[src/rtl/seven_seg_pkg.sv]
// Shared constants, FSM phase encoding and the
// leading-zero visibility helper for the scan controller.
package seven_seg_pkg;

  localparam int NUM_DIGITS = 8;
  localparam int IDX_W = 3;
  localparam logic [7:0] ANODE_OFF = 8'hFF;

  typedef enum logic {
    BLANK = 1'b0,
    DRIVE = 1'b1
  } phase_t;

  // Visible digits for leading-zero blanking:
  // everything at or below the top nonzero nibble,
  // digit 0 always, plus any digit with its dp lit.
  function automatic logic [7:0] lz_visible(
    input logic [31:0] v,
    input logic [7:0]  dp
  );
    logic [7:0] vis;
    logic       seen;
    vis  = '0;
    seen = 1'b0;
    for (int k = 7; k >= 0; k--) begin
      seen   = seen | (v[k*4 +: 4] != 4'h0);
      vis[k] = seen | dp[k];
    end
    vis[0] = 1'b1;
    return vis;
  endfunction

endpackage

[src/rtl/seven_seg_scan_ctrl_if.sv]
// Display-word handshake bundle.
// master: value_in, dp_in, value_valid out; value_ready in.
// slave : the reverse.
interface seven_seg_scan_ctrl_if;

  logic [31:0] value_in;
  logic [7:0]  dp_in;
  logic        value_valid;
  logic        value_ready;

  modport master (
    output value_in,
    output dp_in,
    output value_valid,
    input  value_ready
  );

  modport slave (
    input  value_in,
    input  dp_in,
    input  value_valid,
    output value_ready
  );

endinterface

[src/rtl/seven_seg_slot_timer.sv]
// Slot counter, digit index and BLANK/DRIVE phase FSM.
// Ports: clk, reset (async high);
//   o_idx_nxt   digit index after the coming edge
//   o_drive_nxt phase after the coming edge is DRIVE
//   o_slot_wrap last cycle of the current slot
//   o_frame_end last cycle of the last digit's slot
module seven_seg_slot_timer
  import seven_seg_pkg::*;
#(
  parameter int TICK_DIV     = 100000,
  parameter int BLANK_CYCLES = 200
) (
  input  logic             clk,
  input  logic             reset,
  output logic [IDX_W-1:0] o_idx_nxt,
  output logic             o_drive_nxt,
  output logic             o_slot_wrap,
  output logic             o_frame_end
);

  localparam int CNT_W =
    (TICK_DIV > 1) ? $clog2(TICK_DIV) : 1;
  localparam logic [CNT_W-1:0] CNT_LAST =
    CNT_W'(TICK_DIV - 1);
  localparam logic [CNT_W-1:0] BLK_LAST =
    CNT_W'(BLANK_CYCLES - 1);
  localparam logic [IDX_W-1:0] IDX_LAST =
    IDX_W'(NUM_DIGITS - 1);

  logic [CNT_W-1:0] r_cnt;
  logic [CNT_W-1:0] w_cnt_nxt;
  logic [IDX_W-1:0] r_idx;
  phase_t           r_state;
  phase_t           w_state_nxt;
  logic             r_frame_end;
  logic             w_wrap;

  assign w_wrap    = (r_cnt == CNT_LAST);
  assign w_cnt_nxt = w_wrap ? '0 : r_cnt + 1'b1;

  always_comb begin
    o_idx_nxt = r_idx;
    if (w_wrap) begin
      o_idx_nxt = (r_idx == IDX_LAST) ?
                  '0 : r_idx + 1'b1;
    end
  end

  always_comb begin
    w_state_nxt = r_state;
    unique case (r_state)
      BLANK: begin
        if (r_cnt == BLK_LAST && !w_wrap)
          w_state_nxt = DRIVE;
      end
      DRIVE: begin
        if (w_wrap)
          w_state_nxt = BLANK;
      end
      default: w_state_nxt = BLANK;
    endcase
  end

  // frame_end is looked ahead one cycle so the
  // registered strobe lines up with the wrap cycle.
  always_ff @(posedge clk or posedge reset) begin
    if (reset) begin
      r_cnt       <= '0;
      r_idx       <= '0;
      r_state     <= BLANK;
      r_frame_end <= 1'b0;
    end else begin
      r_cnt       <= w_cnt_nxt;
      r_idx       <= o_idx_nxt;
      r_state     <= w_state_nxt;
      r_frame_end <= (w_cnt_nxt == CNT_LAST) &&
                     (o_idx_nxt == IDX_LAST);
    end
  end

  assign o_drive_nxt = (w_state_nxt == DRIVE);
  assign o_slot_wrap = w_wrap;
  assign o_frame_end = r_frame_end;

endmodule

[src/rtl/seven_seg_scan_ctrl.sv]
// 8-digit seven-segment scan controller; frame-synchronous
// word update via valid/ready, active-low anode drive.
// Ports: clk, reset (async high), bus (slave modport:
//   value_in, dp_in, value_valid, value_ready),
//   digit_en, hex_out, anode_n, dp_n, frame_done.
// Optional: LEADING_ZERO_BLANK_EN hides leading zeros.
module seven_seg_scan_ctrl
  import seven_seg_pkg::*;
#(
  parameter int TICK_DIV     = 100000,
  parameter int BLANK_CYCLES = 200
) (
  input  logic                  clk,
  input  logic                  reset,
  seven_seg_scan_ctrl_if.slave  bus,
  input  logic [7:0]            digit_en,
  output logic [3:0]            hex_out,
  output logic [7:0]            anode_n,
  output logic                  dp_n,
  output logic                  frame_done
);

  logic [IDX_W-1:0] w_idx_nxt;
  logic             w_drive_nxt;
  logic             w_wrap;
  logic             w_frame_end;

  seven_seg_slot_timer #(
    .TICK_DIV     (TICK_DIV),
    .BLANK_CYCLES (BLANK_CYCLES)
  ) u_timer (
    .clk         (clk),
    .reset       (reset),
    .o_idx_nxt   (w_idx_nxt),
    .o_drive_nxt (w_drive_nxt),
    .o_slot_wrap (w_wrap),
    .o_frame_end (w_frame_end)
  );

  logic [31:0] r_disp;
  logic [31:0] r_pend;
  logic [31:0] w_disp_nxt;
  logic [7:0]  r_dp_disp;
  logic [7:0]  r_dp_pend;
  logic [7:0]  w_dp_nxt;
  logic [7:0]  w_vis_nxt;
  logic        r_pend_full;
  logic        w_accept;
  logic        w_commit;
  logic [3:0]  w_nib;
  logic [7:0]  w_anode_nxt;
  logic [3:0]  r_hex;
  logic [7:0]  r_anode_n;
  logic        r_dp_n;

  assign bus.value_ready = ~r_pend_full;
  assign w_accept = bus.value_valid & ~r_pend_full;
  assign w_commit = w_frame_end & r_pend_full;

  // The digit-0 nibble of a new frame must come
  // from the word being committed on this edge.
  assign w_disp_nxt = w_commit ? r_pend : r_disp;
  assign w_dp_nxt   = w_commit ? r_dp_pend : r_dp_disp;
  assign w_nib = w_disp_nxt[{w_idx_nxt, 2'b00} +: 4];

`ifdef LEADING_ZERO_BLANK_EN
  logic [7:0] r_vis;

  assign w_vis_nxt = w_commit ?
    lz_visible(r_pend, r_dp_pend) : r_vis;

  // Display resets to 0, which shows digit 0 only.
  always_ff @(posedge clk or posedge reset) begin
    if (reset) begin
      r_vis <= 8'h01;
    end else begin
      r_vis <= w_vis_nxt;
    end
  end
`else
  assign w_vis_nxt = '1;
`endif

  always_comb begin
    w_anode_nxt = ANODE_OFF;
    if (w_drive_nxt &&
        digit_en[w_idx_nxt] &&
        w_vis_nxt[w_idx_nxt]) begin
      w_anode_nxt[w_idx_nxt] = 1'b0;
    end
  end

  always_ff @(posedge clk or posedge reset) begin
    if (reset) begin
      r_disp      <= '0;
      r_pend      <= '0;
      r_dp_disp   <= '0;
      r_dp_pend   <= '0;
      r_pend_full <= 1'b0;
      r_hex       <= '0;
      r_anode_n   <= ANODE_OFF;
      r_dp_n      <= 1'b1;
    end else begin
      if (w_accept) begin
        r_pend    <= bus.value_in;
        r_dp_pend <= bus.dp_in;
      end
      r_disp    <= w_disp_nxt;
      r_dp_disp <= w_dp_nxt;
      if (w_accept) begin
        r_pend_full <= 1'b1;
      end else if (w_commit) begin
        r_pend_full <= 1'b0;
      end
      if (w_wrap) begin
        r_hex  <= w_nib;
        r_dp_n <= ~w_dp_nxt[w_idx_nxt];
      end
      r_anode_n <= w_anode_nxt;
    end
  end

  assign hex_out    = r_hex;
  assign anode_n    = r_anode_n;
  assign dp_n       = r_dp_n;
  assign frame_done = w_frame_end;

endmodule

[src/flat_wrapper.sv]
// flat-port wrapper written by rule: the top's interface ports become plain ports
module seven_seg_scan_ctrl_flat import seven_seg_pkg::*;
#(
  parameter int TICK_DIV     = 100000,
  parameter int BLANK_CYCLES = 200
)
  (clk, reset, digit_en, hex_out, anode_n, dp_n, frame_done, bus_value_in, bus_dp_in, bus_value_valid, bus_value_ready);
  seven_seg_scan_ctrl_if bus_i ();
  input  logic clk;
  input  logic reset;
  input  logic [7:0] digit_en;
  output logic [3:0] hex_out;
  output logic [7:0] anode_n;
  output logic dp_n;
  output logic frame_done;
  input wire logic [$bits(bus_i.value_in)-1:0] bus_value_in;
  input wire logic [$bits(bus_i.dp_in)-1:0] bus_dp_in;
  input wire logic [$bits(bus_i.value_valid)-1:0] bus_value_valid;
  output wire logic [$bits(bus_i.value_ready)-1:0] bus_value_ready;
  assign bus_i.value_in = bus_value_in;
  assign bus_i.dp_in = bus_dp_in;
  assign bus_i.value_valid = bus_value_valid;
  assign bus_value_ready = bus_i.value_ready;
  seven_seg_scan_ctrl #(.TICK_DIV(TICK_DIV), .BLANK_CYCLES(BLANK_CYCLES)) u_core (.clk(clk), .reset(reset), .bus(bus_i), .digit_en(digit_en), .hex_out(hex_out), .anode_n(anode_n), .dp_n(dp_n), .frame_done(frame_done));
endmodule
[config.mk]
export PLATFORM = sky130hd
export DESIGN_NAME = seven_seg_scan_ctrl_flat
export DESIGN_NICKNAME = d
export VERILOG_FILES = /design/src/rtl/seven_seg_pkg.sv /design/src/rtl/seven_seg_scan_ctrl_if.sv /design/src/rtl/seven_seg_slot_timer.sv /design/src/rtl/seven_seg_scan_ctrl.sv /design/src/flat_wrapper.sv
export SDC_FILE = /design/constraint.sdc
export NUM_CORES = 1
export LEC_CHECK = 0
export CAP_MARGIN = 20
export CORE_MARGIN = 2
export CORE_UTILIZATION = 50
export DETAILED_ROUTE_END_ITERATION = 7
export GPL_ROUTABILITY_DRIVEN = 0
export GPL_TIMING_DRIVEN = 0
export PLACE_DENSITY = 0.73
export SLEW_MARGIN = 40
export SYNTH_ARGS = -nofsm -noshare
export SYNTH_HDL_FRONTEND = slang
export SYNTH_HIERARCHICAL = 1
export SYNTH_SLANG_ARGS = --single-unit
export TNS_END_PERCENT = 10
[constraint.sdc]
create_clock -name clk -period 6.4 [get_ports clk]
set_input_delay 0.64 -clock clk [delete_from_list [all_inputs] [get_ports clk]]
set_output_delay 0.64 -clock clk [all_outputs]
set_load 0.01 [all_outputs]
==> reports/summary.txt <==
Fillcell total -> 739
Routed WL -> 11460 um
Max VDD drop -> 0.1875 mV
Largest net degree at the start of global routing -> 62
Wire length per cell -> 18.10 um
Clock latency on the worst-skew pair -> 510 ps
Avg Cell Area, Syn -> 12.89 um^2
Die height -> 105.4 um
# rows -> 37
Status -> completed
Most common cell after layout, fill and taps aside -> dfrtp_1
P_leak -> 2.975 nW
I/O Buffers -> 65
Crit-path max cell delay -> 480 ps
Pre-Repair DR Iteration Count -> 4
Share of layout cells above drive strength 1 -> 0.3078
Synthesis-to-finish area growth -> 28.98%
Kind of critical path -> reg -> reg
Mapped Cells -> 399
Crit-path slowest cell -> buf_1
Arr. time, crit path -> 4010 ps
Routed Antenna Nets -> 0
Setup TNS -> 0 ps
Vias -> 3481
Worst clock skew -> 9.863 ps
Post-cts sizing count -> 0
Tcrit/Tclk final -> 0.5657
Slew margin rel. -> 0.5296
Post-CTS setup buffer count -> 0
N_diodes -> 0
Core Area -> 10140 um^2
Clk pin slew, worst setup/hold paths -> 60 ps
Most common cell on crit path -> nor2_1
Final setup viols -> 0
TritonCTS buffer count -> 17
Clk root buf -> clkbuf_8
RSZ-0062 raised after global routing -> no
Crit path cell chain -> nor3_1, nand4_1, nor2_1, clkbuf_1, mux2_2, buf_1, nor2_1, a22oi_1, nand2_1, o211a_1
Placed Area -> 5996 um^2
Synth Flop Type -> dfrtp_1
Commonest cells after routing, fill and taps aside -> dfrtp_1, mux2_2, clkdlybuf4s50_1
Final std cells w/o fill -> 633
Power after layout -> 1.870 mW
Full die area -> 11110 um^2
Critical Path RT -> 6790 ps
Fmax -> 276.2 MHz
PwrDens -> 281.9 nW/um^2
Post-route cell area -> 6633 um^2
EDFF count, synth -> 0
Worst-path fanout max -> 10
Flops & latches, synth -> 116
Slew Limit Fails -> 0
Netlist cell types -> 64
CTS tree -> yes
Max-capacitance violation count -> 0
Syn_nets -> 453
Hold Violations, Final -> 0
Final nets -> 538
Post-synth ARST share -> 1.000
Initial Util -> 0.5072
Sequential-to-total area share from yosys stat -> 0.5667
DRC viols -> 0
Synthesized area -> 5142 um^2
Iteration-0 DRC Markers -> 255
First-pass GRT wire length -> 18870 um
CP Launch Type -> flop
Sink Count -> 116
Die width -> 105.4 um
Initial antenna violation count -> 0
Ports -> 66
Grt total ovfl -> 0
Clock tree buffer depth -> 2
CTS Hold Bufs -> 0
HP Class -> reg -> reg
Placed insts -> 601
Detailed Place HPWL -> 7952 um
Vias in the first global route -> 3820
Min Tclk post-route -> 3621 ps
Setup crit end kind -> flop
GRT Resource Usage Total -> 0.2214
Syn. warnings -> 6
H-tree depth -> 4
Least-Margin Pin Slew -> 705.6 ps
Via density per instance -> 5.499
cell families after synthesis:
logic type	count (synthesis)	synth area share
simple gates	111	0.1204
xor+xnor	16	0.02725
mux	89	0.1998
compound gates	35	0.05231
flops	116	0.5667
fa+ha+maj	3	0.007300
buf+inv	29	0.02628
cells in the mapped netlist (3+ instances only):
library cell | count | share of area
a31oi_1 | 4 | 0.0049
xor2_1 | 7 | 0.012
nor3_1 | 3 | 0.0029
dfstp_2 | 9 | 0.046
ha_1 | 3 | 0.0073
o21ai_0 | 4 | 0.0039
nand2_1 | 28 | 0.020
a22oi_1 | 5 | 0.0073
mux2_2 | 84 | 0.18
buf_2 | 6 | 0.0058
and3_1 | 6 | 0.0073
dfrtp_1 | 107 | 0.52
nand3_1 | 11 | 0.011
nor2b_1 | 3 | 0.0037
nand4_1 | 9 | 0.011
nor2_1 | 25 | 0.018
nor4b_1 | 3 | 0.0051
buf_4 | 3 | 0.0044
inv_1 | 5 | 0.0037
clkbuf_1 | 10 | 0.0073
xnor2_1 | 9 | 0.015
critical path: cells and delay by family, from the launching register on:
kind	cells	cell delay (ps)
mux	1	340
flops	1	450
compound gates	2	500
buf+inv	2	940
simple gates	5	1280
per-layer routing:
metal,global-route usage,share of wire
met1,0.2867,0.43
met2,0.3548,0.49
met3,0.05566,0.051
met4,0.09429,0.025
met5,0,0
per-stage QoR:
stage | utilization | worst slack (ps) | hold slack, ps
global placement | 0.5882 | 1968 | 476.5
global route | 0.6542 | 2515 | 510.0
CTS | 0.6542 | 2819 | 496.5
finish | 0.6542 | 2779 | 494.5
floorplan | - | 3326 | 453.1
detailed placement | 0.5914 | 2857 | 483.0
final cells by class:
| class | count | area, um^2 | share of cell area |
|---|---|---|---|
| Buffer | 22 | 108.9 | 0.01641 |
| Clock buffer | 19 | 441.7 | 0.06659 |
| Clock inverter | 13 | 195.2 | 0.02943 |
| Inverter | 7 | 31.28 | 0.004716 |
| Multi-Input combinational cell | 254 | 2093 | 0.3156 |
| Sequential cell | 116 | 2914 | 0.4394 |
| Tap cell | 136 | 170.2 | 0.02566 |
| Timing Repair Buffer | 66 | 678.2 | 0.1022 |
report_power, final:
part | total, mW | internal, mW | switching, mW | leakage, nW
Combinational | 0.0807 | 0.0533 | 0.0275 | 1.18
Sequential | 0.786 | 0.767 | 0.0190 | 1.49
Clock | 1.00 | 0.659 | 0.344 | 0.302
registers in the layout, indices dropped and copies added (netlist names):
signal                      cells
u_core/r_disp                  32
u_core/r_pend_full              1
u_core/hex_out                  4
u_core/r_pend                  32
u_core/u_timer/r_state          1
u_core/r_dp_pend                8
u_core/dp_n                     1
u_core/u_timer/r_cnt           17
u_core/u_timer/r_idx            3
u_core/r_dp_disp                8
u_core/anode_n                  8
u_core/u_timer/o_frame_end      1
worst paths after layout:
check / start / end / slack (ps) / cells past startpoint
min: u_core/r_disp[21] / u_core/r_disp[21] / 490 / 1
max in group asynchronous: reset / u_core/anode_n[4] / 5230 / 3
min in group asynchronous: reset / u_core/r_dp_pend[0] / 530 / 2
max reg2reg: u_core/u_timer/r_cnt[12] / u_core/hex_out[2] / 2780 / 10
min reg2reg: u_core/r_disp[21] / u_core/r_disp[21] / 490 / 1
max: u_core/u_timer/r_cnt[12] / u_core/hex_out[2] / 2780 / 10
(Power assumes the default switching activity.)
